==> config.mk <==
export PLATFORM = sky130hd
export DESIGN_NAME = perceptron_sequencer
export DESIGN_NICKNAME = d
export VERILOG_FILES = /design/src/rtl/neuron_pkg.sv /design/src/rtl/perceptron_result_fifo.sv /design/src/rtl/perceptron_sequencer.sv
export SDC_FILE = /design/constraint.sdc
export NUM_CORES = 1
export LEC_CHECK = 0
export CAP_MARGIN = 10
export CORE_ASPECT_RATIO = 1.1
export CORE_MARGIN = 10
export CORE_UTILIZATION = 33
export DETAILED_ROUTE_END_ITERATION = 10
export GPL_TIMING_DRIVEN = 0
export PLACE_DENSITY = 0.59
export SLEW_MARGIN = 20
export SYNTH_ARGS = -nofsm -noshare
export SYNTH_HDL_FRONTEND = slang
export SYNTH_SLANG_ARGS = --single-unit
==> constraint.sdc <==
create_clock -name clk -period 5 [get_ports clk]
set_input_delay 0.5 -clock clk [delete_from_list [all_inputs] [get_ports clk]]
set_output_delay 0.5 -clock clk [all_outputs]
set_load 0.02 [all_outputs]
==> src/rtl/neuron_pkg.sv <==
// Shared definitions for the perceptron sequencer: datapath widths, the
// pipeline tag that travels alongside each chunk, and the queued result record.
package neuron_pkg;

    localparam int LANE_W    = 16;
    localparam int ACC_W     = 48;
    localparam int MAX_LANES = 16;

    // Travels through the latency pipe alongside one issued chunk.
    typedef struct packed {
        logic valid;
        logic last;
    } tag_t;

    // One completed neuron evaluation as stored in the output FIFO.
    typedef struct packed {
        logic [ACC_W-1:0] sum;
        logic             fire;
        logic             ovf;
    } result_t;

    // Signed overflow of s = a + b: both operands agree in sign, result does not.
    function automatic logic add_overflow(
        input logic [ACC_W-1:0] a,
        input logic [ACC_W-1:0] b,
        input logic [ACC_W-1:0] s
    );
        return (a[ACC_W-1] == b[ACC_W-1]) && (s[ACC_W-1] != a[ACC_W-1]);
    endfunction

endpackage

==> src/rtl/perceptron_result_fifo.sv <==
// First-word-fall-through result FIFO. The head entry is visible whenever
// count is non-zero; a pop on a full FIFO frees the slot a same-cycle push uses.
module perceptron_result_fifo #(
    parameter int WIDTH = 50,
    parameter int DEPTH = 4
) (
    input  logic                       clk,
    input  logic                       rst_n,
    input  logic                       push,
    input  logic [WIDTH-1:0]           push_data,
    input  logic                       pop,
    output logic [WIDTH-1:0]           head_data,
    output logic [$clog2(DEPTH+1)-1:0] count
);

    localparam int CNT_W = $clog2(DEPTH + 1);
    localparam int IDX_W = (DEPTH > 1) ? $clog2(DEPTH) : 1;

    logic [WIDTH-1:0] mem_r [DEPTH];
    logic [IDX_W-1:0] wr_ptr_r;
    logic [IDX_W-1:0] rd_ptr_r;
    logic [CNT_W-1:0] count_r;
    logic             pop_ok_s;
    logic             push_ok_s;

    function automatic logic [IDX_W-1:0] ptr_inc(input logic [IDX_W-1:0] p);
        return (p == IDX_W'(DEPTH - 1)) ? {IDX_W{1'b0}} : p + IDX_W'(1);
    endfunction

    // Qualify requests: never pop when empty, never push into a full FIFO
    // unless the head leaves in the same cycle.
    always_comb begin
        pop_ok_s  = pop && (count_r != {CNT_W{1'b0}});
        push_ok_s = push && ((count_r < CNT_W'(DEPTH)) || pop_ok_s);
    end

    // Storage, pointers and occupancy.
    always_ff @(posedge clk or negedge rst_n) begin
        if (!rst_n) begin
            for (int i = 0; i < DEPTH; i++) begin
                mem_r[i] <= {WIDTH{1'b0}};
            end
            wr_ptr_r <= {IDX_W{1'b0}};
            rd_ptr_r <= {IDX_W{1'b0}};
            count_r  <= {CNT_W{1'b0}};
        end else begin
            if (push_ok_s) begin
                mem_r[wr_ptr_r] <= push_data;
                wr_ptr_r        <= ptr_inc(wr_ptr_r);
            end
            if (pop_ok_s) begin
                rd_ptr_r <= ptr_inc(rd_ptr_r);
            end
            case ({push_ok_s, pop_ok_s})
                2'b10:   count_r <= count_r + CNT_W'(1);
                2'b01:   count_r <= count_r - CNT_W'(1);
                default: count_r <= count_r;
            endcase
        end
    end

    assign head_data = mem_r[rd_ptr_r];
    assign count     = count_r;

endmodule

==> src/rtl/perceptron_sequencer.sv <==
// Streams chunked input/weight vectors into a fixed-latency weighted-sum
// datapath, accumulates the returning partial sums into a dot product,
// thresholds it and queues the result. Admission is credit-gated so a
// completed result always has a FIFO slot waiting for it.
module perceptron_sequencer
    import neuron_pkg::*;
#(
    parameter int M           = 8,
    parameter int SUM_LATENCY = 10,
    parameter int OUT_DEPTH   = 4
) (
    input  logic                  clk,
    input  logic                  rst_n,
    input  logic                  in_valid,
    output logic                  in_ready,
    input  logic [LANE_W*M-1:0]   in_x,
    input  logic [LANE_W*M-1:0]   in_w,
    input  logic                  in_last,
    output logic [LANE_W*M-1:0]   ds_x,
    output logic [LANE_W*M-1:0]   ds_w,
    input  logic [ACC_W-1:0]      ds_sum,
    input  logic [ACC_W-1:0]      threshold,
    output logic                  out_valid,
    input  logic                  out_ready,
    output logic [ACC_W-1:0]      out_sum,
    output logic                  out_fire,
    output logic                  out_ovf,
    output logic                  busy
);

    localparam int CNT_W = $clog2(OUT_DEPTH + 1);

    // Admission / credit
    logic             in_ready_r;
    logic [CNT_W-1:0] reserved_r;       // results queued plus vectors in flight
    logic [CNT_W-1:0] reserved_next_s;
    logic             accept_s;
    logic             pop_s;

    // Issue stage and latency pipe
    logic [LANE_W*M-1:0] ds_x_r;
    logic [LANE_W*M-1:0] ds_w_r;
    tag_t                issue_tag_r;
    tag_t                tag_pipe_r [SUM_LATENCY];
    tag_t                tag_out_s;
    logic                pipe_busy_s;

    // Accumulator
    logic [ACC_W-1:0] acc_r;
    logic             ovf_r;
    logic             first_r;
    logic [ACC_W-1:0] base_s;
    logic [ACC_W-1:0] acc_next_s;
    logic             ovf_next_s;
    logic             push_s;
    result_t          push_res_s;

    // Output FIFO
    result_t          head_s;
    logic [CNT_W-1:0] fifo_count_s;

    assign accept_s  = in_valid & in_ready_r;
    assign out_valid = (fifo_count_s != {CNT_W{1'b0}});
    assign pop_s     = out_valid & out_ready;

    // Next reservation count: a last chunk claims a slot, a pop returns one.
    always_comb begin
        case ({accept_s & in_last, pop_s})
            2'b10:   reserved_next_s = reserved_r + CNT_W'(1);
            2'b01:   reserved_next_s = reserved_r - CNT_W'(1);
            default: reserved_next_s = reserved_r;
        endcase
    end

    // Credit state; in_ready is registered so it never depends on in_valid.
    always_ff @(posedge clk or negedge rst_n) begin
        if (!rst_n) begin
            reserved_r <= {CNT_W{1'b0}};
            in_ready_r <= 1'b1;
        end else begin
            reserved_r <= reserved_next_s;
            in_ready_r <= (reserved_next_s < CNT_W'(OUT_DEPTH));
        end
    end

    // Issue register: accepted chunk one cycle later, zero bubble otherwise.
    always_ff @(posedge clk or negedge rst_n) begin
        if (!rst_n) begin
            ds_x_r      <= {(LANE_W*M){1'b0}};
            ds_w_r      <= {(LANE_W*M){1'b0}};
            issue_tag_r <= '0;
        end else if (accept_s) begin
            ds_x_r      <= in_x;
            ds_w_r      <= in_w;
            issue_tag_r <= '{valid: 1'b1, last: in_last};
        end else begin
            ds_x_r      <= {(LANE_W*M){1'b0}};
            ds_w_r      <= {(LANE_W*M){1'b0}};
            issue_tag_r <= '0;
        end
    end

    // Tag pipe: the issued tag emerges in the cycle its ds_sum is valid.
    always_ff @(posedge clk or negedge rst_n) begin
        if (!rst_n) begin
            for (int i = 0; i < SUM_LATENCY; i++) begin
                tag_pipe_r[i] <= '0;
            end
        end else begin
            tag_pipe_r[0] <= issue_tag_r;
            for (int i = 1; i < SUM_LATENCY; i++) begin
                tag_pipe_r[i] <= tag_pipe_r[i-1];
            end
        end
    end

    assign tag_out_s = tag_pipe_r[SUM_LATENCY-1];

    // Any chunk still travelling through the latency pipe.
    always_comb begin
        pipe_busy_s = 1'b0;
        for (int i = 0; i < SUM_LATENCY; i++) begin
            pipe_busy_s = pipe_busy_s | tag_pipe_r[i].valid;
        end
    end

    // Next accumulator value, sticky overflow and the result to queue.
    always_comb begin
        base_s               = first_r ? {ACC_W{1'b0}} : acc_r;
        acc_next_s           = base_s + ds_sum;
        ovf_next_s           = ovf_r | add_overflow(base_s, ds_sum, acc_next_s);
        push_s               = tag_out_s.valid & tag_out_s.last;
        push_res_s.sum       = acc_next_s;
        push_res_s.fire      = ($signed(acc_next_s) >= $signed(threshold));
        push_res_s.ovf       = ovf_next_s;
    end

    // Accumulator: fold in each returning partial sum, restart after a last.
    always_ff @(posedge clk or negedge rst_n) begin
        if (!rst_n) begin
            acc_r   <= {ACC_W{1'b0}};
            ovf_r   <= 1'b0;
            first_r <= 1'b1;
        end else if (tag_out_s.valid && tag_out_s.last) begin
            acc_r   <= {ACC_W{1'b0}};
            ovf_r   <= 1'b0;
            first_r <= 1'b1;
        end else if (tag_out_s.valid) begin
            acc_r   <= acc_next_s;
            ovf_r   <= ovf_next_s;
            first_r <= 1'b0;
        end else begin
            acc_r   <= acc_r;
            ovf_r   <= ovf_r;
            first_r <= first_r;
        end
    end

    perceptron_result_fifo #(
        .WIDTH ($bits(result_t)),
        .DEPTH (OUT_DEPTH)
    ) u_result_fifo (
        .clk       (clk),
        .rst_n     (rst_n),
        .push      (push_s),
        .push_data (push_res_s),
        .pop       (out_ready),
        .head_data (head_s),
        .count     (fifo_count_s)
    );

    assign in_ready = in_ready_r;
    assign ds_x     = ds_x_r;
    assign ds_w     = ds_w_r;
    assign out_sum  = head_s.sum;
    assign out_fire = head_s.fire;
    assign out_ovf  = head_s.ovf;
    assign busy     = issue_tag_r.valid | pipe_busy_s | ~first_r | out_valid;

endmodule

==> run_summary.xml <==
<?xml version="1.0" encoding="UTF-8"?>
<metrics>
  <group name="timing">
    <metric name="setup_viols_final" unit="">4</metric>
    <metric name="skew" unit="ns">0.0157</metric>
    <metric name="hold_viol" unit="">0</metric>
    <metric name="fmaxAchievable" unit="MHz">187</metric>
    <metric name="period_minus_slack" unit="ns">5.35</metric>
    <metric name="unrepaired_setup_endpoints_after_global_routing" unit="">yes</metric>
    <metric name="final_worst_path_period_share" unit="%">107</metric>
    <metric name="post-route-worst-setup-slack" unit="ns">-0.348</metric>
    <metric name="timing_max_transition_violations_final" unit="">0</metric>
    <metric name="worst_slew_pin_slew" unit="ns">1.01</metric>
    <metric name="worst_slew_margin_rel" unit="%">32.7</metric>
  </group>
  <group name="drt">
    <metric name="drc" unit="">0</metric>
    <metric name="wl_per_cell" unit="µm">25.3</metric>
    <metric name="route.final.wire_length" unit="µm">98800</metric>
    <metric name="detailedRoute.firstPassIterationCount" unit="">5</metric>
    <metric name="routed_via_density" unit="">5.10</metric>
    <metric name="antenna_violating_nets_post_route" unit="">0</metric>
    <metric name="detailroute.via_count" unit="">19900</metric>
    <metric name="drt_first_iter_violations" unit="">1112</metric>
  </group>
  <group name="clocking">
    <metric name="cts_tree" unit="">done</metric>
    <metric name="number_of_cts_inserted_buffers" unit="">58</metric>
    <metric name="clk_slew_on_worst_s_h_paths" unit="ns">0.06</metric>
    <metric name="cts_num_sinks" unit="">539</metric>
    <metric name="root_buffer" unit="">sky130_fd_sc_hd__clkbuf_16</metric>
    <metric name="clockBufferDepth" unit="">3</metric>
    <metric name="cts.htree.levels" unit="">2</metric>
    <metric name="worst_skew_pair.late_latency" unit="ns">0.62</metric>
  </group>
  <group name="synth">
    <metric name="ys_top_cells_by_area" unit="">sky130_fd_sc_hd__dfrtp_1, sky130_fd_sc_hd__and3_1, sky130_fd_sc_hd__ha_1</metric>
    <metric name="synth_commonest_cells" unit="">sky130_fd_sc_hd__dfrtp_1, sky130_fd_sc_hd__and3_1, sky130_fd_sc_hd__nand2_1</metric>
    <metric name="yosys.cell_types.count" unit="">68</metric>
    <metric name="yosysTopAreaCell" unit="">sky130_fd_sc_hd__dfrtp_1</metric>
    <metric name="synth_sequential_area_ratio" unit="%">56.3</metric>
    <metric name="count_of_yosys_warnings_during_synthesis" unit="">0</metric>
    <metric name="synth.avg_cell_area" unit="µm²">11.3</metric>
    <metric name="synth.most_common_cell" unit="">sky130_fd_sc_hd__dfrtp_1</metric>
    <metric name="postSynth.asyncResetShare" unit="%">100</metric>
    <metric name="synth-seq-cells" unit="">539</metric>
    <metric name="synth-edff-count" unit="">0</metric>
    <metric name="area_share_of_the_largest_cell_type_after_synthesis" unit="%">56.1</metric>
    <metric name="postSynthNetCount" unit="">2587</metric>
    <metric name="synth_flop_cell" unit="">sky130_fd_sc_hd__dfrtp_1</metric>
    <metric name="synthCells" unit="">2125</metric>
    <metric name="synthesized_area" unit="µm²">24000</metric>
  </group>
  <group name="floorplan">
    <metric name="placement_rows" unit="">103</metric>
    <metric name="fp.dieH" unit="µm">303</metric>
    <metric name="die-area" unit="µm²">83800</metric>
    <metric name="core_area" unit="µm²">71900</metric>
    <metric name="floorplan.initialDensity" unit="%">33.3</metric>
    <metric name="chipWidth" unit="µm">277</metric>
    <metric name="boundaryPins" unit="">666</metric>
  </group>
  <group name="pwr">
    <metric name="power.share.switching" unit="%">39.1</metric>
    <metric name="power.share.sequential" unit="%">28.8</metric>
    <metric name="pwr-share-clk" unit="%">21.2</metric>
    <metric name="leakagePower" unit="µW">0.0166</metric>
    <metric name="net-switching-power" unit="µW">8540</metric>
    <metric name="share_comb_of_total_power" unit="%">50.0</metric>
    <metric name="worst_ir_drop_vdd" unit="mV">0.291</metric>
    <metric name="power_per_cell_area" unit="nW/µm²">621</metric>
    <metric name="power.internal" unit="µW">13300</metric>
  </group>
  <group name="setup_path">
    <metric name="crit_fanout" unit="">7</metric>
    <metric name="r2r_cells" unit="">25</metric>
    <metric name="r2r_setup_slack" unit="ns">-0.35</metric>
    <metric name="arrival" unit="ns">5.84</metric>
    <metric name="critical_path_class" unit="">register to register</metric>
    <metric name="worstSetupEndpointType" unit="">register</metric>
    <metric name="crit_path_start_kind" unit="">register</metric>
    <metric name="cp_data_required_time" unit="ns">5.49</metric>
    <metric name="crit_path_start" unit="">first_r</metric>
    <metric name="worst_r2r_dst" unit="">u_result_fifo.mem_r[101]</metric>
    <metric name="rr_startpoint" unit="">first_r</metric>
  </group>
  <group name="final_layout">
    <metric name="final_nets" unit="">3358</metric>
    <metric name="area_growth_syn_to_layout" unit="%">46.6</metric>
    <metric name="non_filler_instance_count_after_layout" unit="">3902</metric>
    <metric name="post-route-cell-area" unit="µm²">35100</metric>
    <metric name="layout-drive-gt1-share" unit="%">12.1</metric>
  </group>
  <group name="global_route">
    <metric name="grt_first_pass_wirelength" unit="µm">143000</metric>
    <metric name="grt_start_max_net_pins" unit="">101</metric>
    <metric name="grt-ovfl-total" unit="">0</metric>
    <metric name="first_global_vias" unit="">21300</metric>
    <metric name="grt_antenna_before_repair" unit="">33</metric>
    <metric name="groute.usage.overall" unit="%">22.7</metric>
  </group>
  <group name="placement">
    <metric name="dp.cells" unit="">3740</metric>
    <metric name="placedInstanceArea" unit="µm²">32000</metric>
    <metric name="post-place-ws" unit="ns">-1.87</metric>
    <metric name="buffer_ports.inserted" unit="">664</metric>
    <metric name="place_congestion" unit="">0.956</metric>
    <metric name="dp.final_hpwl" unit="µm">77900</metric>
  </group>
  <group name="outcome">
    <metric name="failed_checks" unit="">setup timing</metric>
    <metric name="outcome" unit="">complete, but fails checks</metric>
  </group>
  <group name="worst_hold_path">
    <metric name="holdCritStartpoint" unit="">in_valid</metric>
    <metric name="hold_path.class" unit="">input pin to register</metric>
    <metric name="min_delay_path_depth" unit="">2</metric>
    <metric name="worst_hold_end" unit="">ds_w[18]</metric>
  </group>
  <group name="job">
    <metric name="timing.max_cap.violations" unit="">0</metric>
  </group>
</metrics>
-- cell families after synthesis --
| kind of cell | count (synthesis) | synth area share (%) |
|---|---|---|
| AO/OA/AOI/OAI | 425 | 11.0 |
| XOR/XNOR | 52 | 1.90 |
| adder cells (fa/ha/maj) | 105 | 5.57 |
| buffers and inverters | 254 | 4.07 |
| flip-flops | 539 | 56.3 |
| multiplexers | 93 | 6.72 |
| AND/OR/NAND/NOR | 657 | 14.5 |
-- metal layers --
| metal | global-route usage (%) | share of wire (%) | vias to the layer above |
|---|---|---|---|
| li1 | - | - | 8994 |
| met2 | 41.2 | 52 | 744 |
| met4 | 7.91 | 3.1 | 6 |
| met3 | 9.10 | 9.8 | 168 |
| met5 | 0 | 0.039 | - |
| met1 | 23.4 | 35 | 9991 |
-- worst max-delay path, stage by stage, from the launching register on --
cell	delay, ns
sky130_fd_sc_hd__dfstp_2	0.59
sky130_fd_sc_hd__clkbuf_16	0.16
sky130_fd_sc_hd__clkbuf_16	0.15
sky130_fd_sc_hd__nor2b_4	0.04
sky130_fd_sc_hd__ha_4	0.15
sky130_fd_sc_hd__inv_2	0.05
sky130_fd_sc_hd__fa_2	0.19
sky130_fd_sc_hd__and2b_2	0.24
sky130_fd_sc_hd__o2111ai_4	0.25
sky130_fd_sc_hd__a211oi_4	0.12
sky130_fd_sc_hd__or4b_4	0.56
sky130_fd_sc_hd__a21oi_4	0.20
sky130_fd_sc_hd__o21ai_4	0.10
sky130_fd_sc_hd__a31o_4	0.27
sky130_fd_sc_hd__a21oi_4	0.15
sky130_fd_sc_hd__xnor2_1	0.14
sky130_fd_sc_hd__ha_1	0.29
sky130_fd_sc_hd__nand2_4	0.12
sky130_fd_sc_hd__nor3_4	0.06
sky130_fd_sc_hd__nand3_4	0.12
sky130_fd_sc_hd__nor2_4	0.06
sky130_fd_sc_hd__a221o_1	0.38
sky130_fd_sc_hd__a21oi_2	0.15
sky130_fd_sc_hd__o21ai_2	0.09
sky130_fd_sc_hd__mux2_4	0.30
sky130_fd_sc_hd__mux2_4	0.27
-- final cells by class --
class                           instances  area, µm²
Fill cell                            6479      36800
Sequential cell                       539      13500
Multi-Input combinational cell       1332      10200
Timing Repair Buffer                  723       7220
Clock buffer                           87       1740
Tap cell                              945       1180
Buffer                                132        564
Inverter                              110        413
Clock inverter                         19        304
Antenna cell                           15       37.5
-- timing repair --
item / 4_1_cts / 5_1_grt
hold endpoints to repair: 40 / 0
hold buffers: 1 / 0
buffers inserted: 14 / 38
gates resized for setup: 57 / 78
endpoints found under the setup margin: 4 / 4
pin swaps: 20 / 44
-- metrics by stage --
stage                     hold WS [ns]  TNS [ns]  utilization (%)  power (µW)
after floorplan                  0.204         0                -       12100
after detailed placement         0.335     -7.44             44.5       16000
final                            0.297     -1.36             48.9       21800
after global placement           0.334         -             44.2       15700
after CTS                        0.252     -2.44             47.9       21100
after global routing             0.301     -1.81             48.8       23200
-- power groups by stage --
stage | combinational, µW | sequential, µW | clock [µW]
detailed placement | 9630 | 6350 | 0
global placement | 9410 | 6330 | 0
finish | 10900 | 6290 | 4620
floorplan | 5480 | 6590 | 0
CTS | 10100 | 6290 | 4710
global route | 11900 | 6440 | 4890
-- registers in the layout (all words and copies together), names as in the netlist, 3 cells and up --
register / cells
reserved_r: 3
ds_x: 128
tag_pipe_r: 18
u_result_fifo.count: 3
u_result_fifo.mem_r: 200
ds_w: 128
acc_r: 48
-- cell usage in the layout, fill, tap and decap left out, types with 15 or more instances in the layout --
cell | synthesis | routed
sky130_fd_sc_hd__clkdlybuf4s50_1 | 0 | 663
sky130_fd_sc_hd__dfrtp_1 | 537 | 537
sky130_fd_sc_hd__and3_1 | 259 | 259
sky130_fd_sc_hd__nand2_1 | 208 | 207
sky130_fd_sc_hd__o21ai_0 | 192 | 188
sky130_fd_sc_hd__clkbuf_1 | 134 | 133
sky130_fd_sc_hd__inv_1 | 109 | 107
sky130_fd_sc_hd__ha_1 | 102 | 92
sky130_fd_sc_hd__clkbuf_16 | 0 | 63
sky130_fd_sc_hd__a21oi_1 | 70 | 56
sky130_fd_sc_hd__buf_4 | 1 | 53
sky130_fd_sc_hd__mux4_2 | 50 | 50
sky130_fd_sc_hd__nor2b_1 | 51 | 49
sky130_fd_sc_hd__nor2_1 | 43 | 41
sky130_fd_sc_hd__mux2_2 | 43 | 41
sky130_fd_sc_hd__a21o_1 | 40 | 40
sky130_fd_sc_hd__o2bb2ai_1 | 36 | 36
sky130_fd_sc_hd__nand4_1 | 20 | 20
sky130_fd_sc_hd__nand3_1 | 19 | 18
sky130_fd_sc_hd__diode_2 | 0 | 15
-- how the worst max path moves through the flow --
stage	to	slack, ns	cells past startpoint
2_1_floorplan	u_result_fifo.mem_r[1]	0.05	25
6_report	u_result_fifo.mem_r[101]	-0.35	25
3_3_place_gp	ds_w[20]	-20.24	1
5_1_grt	u_result_fifo.mem_r[101]	-0.46	25
3_5_place_dp	u_result_fifo.mem_r[101]	-1.87	24
4_1_cts	u_result_fifo.mem_r[101]	-0.62	26
Note: power is estimated with default switching activity, not from simulation.
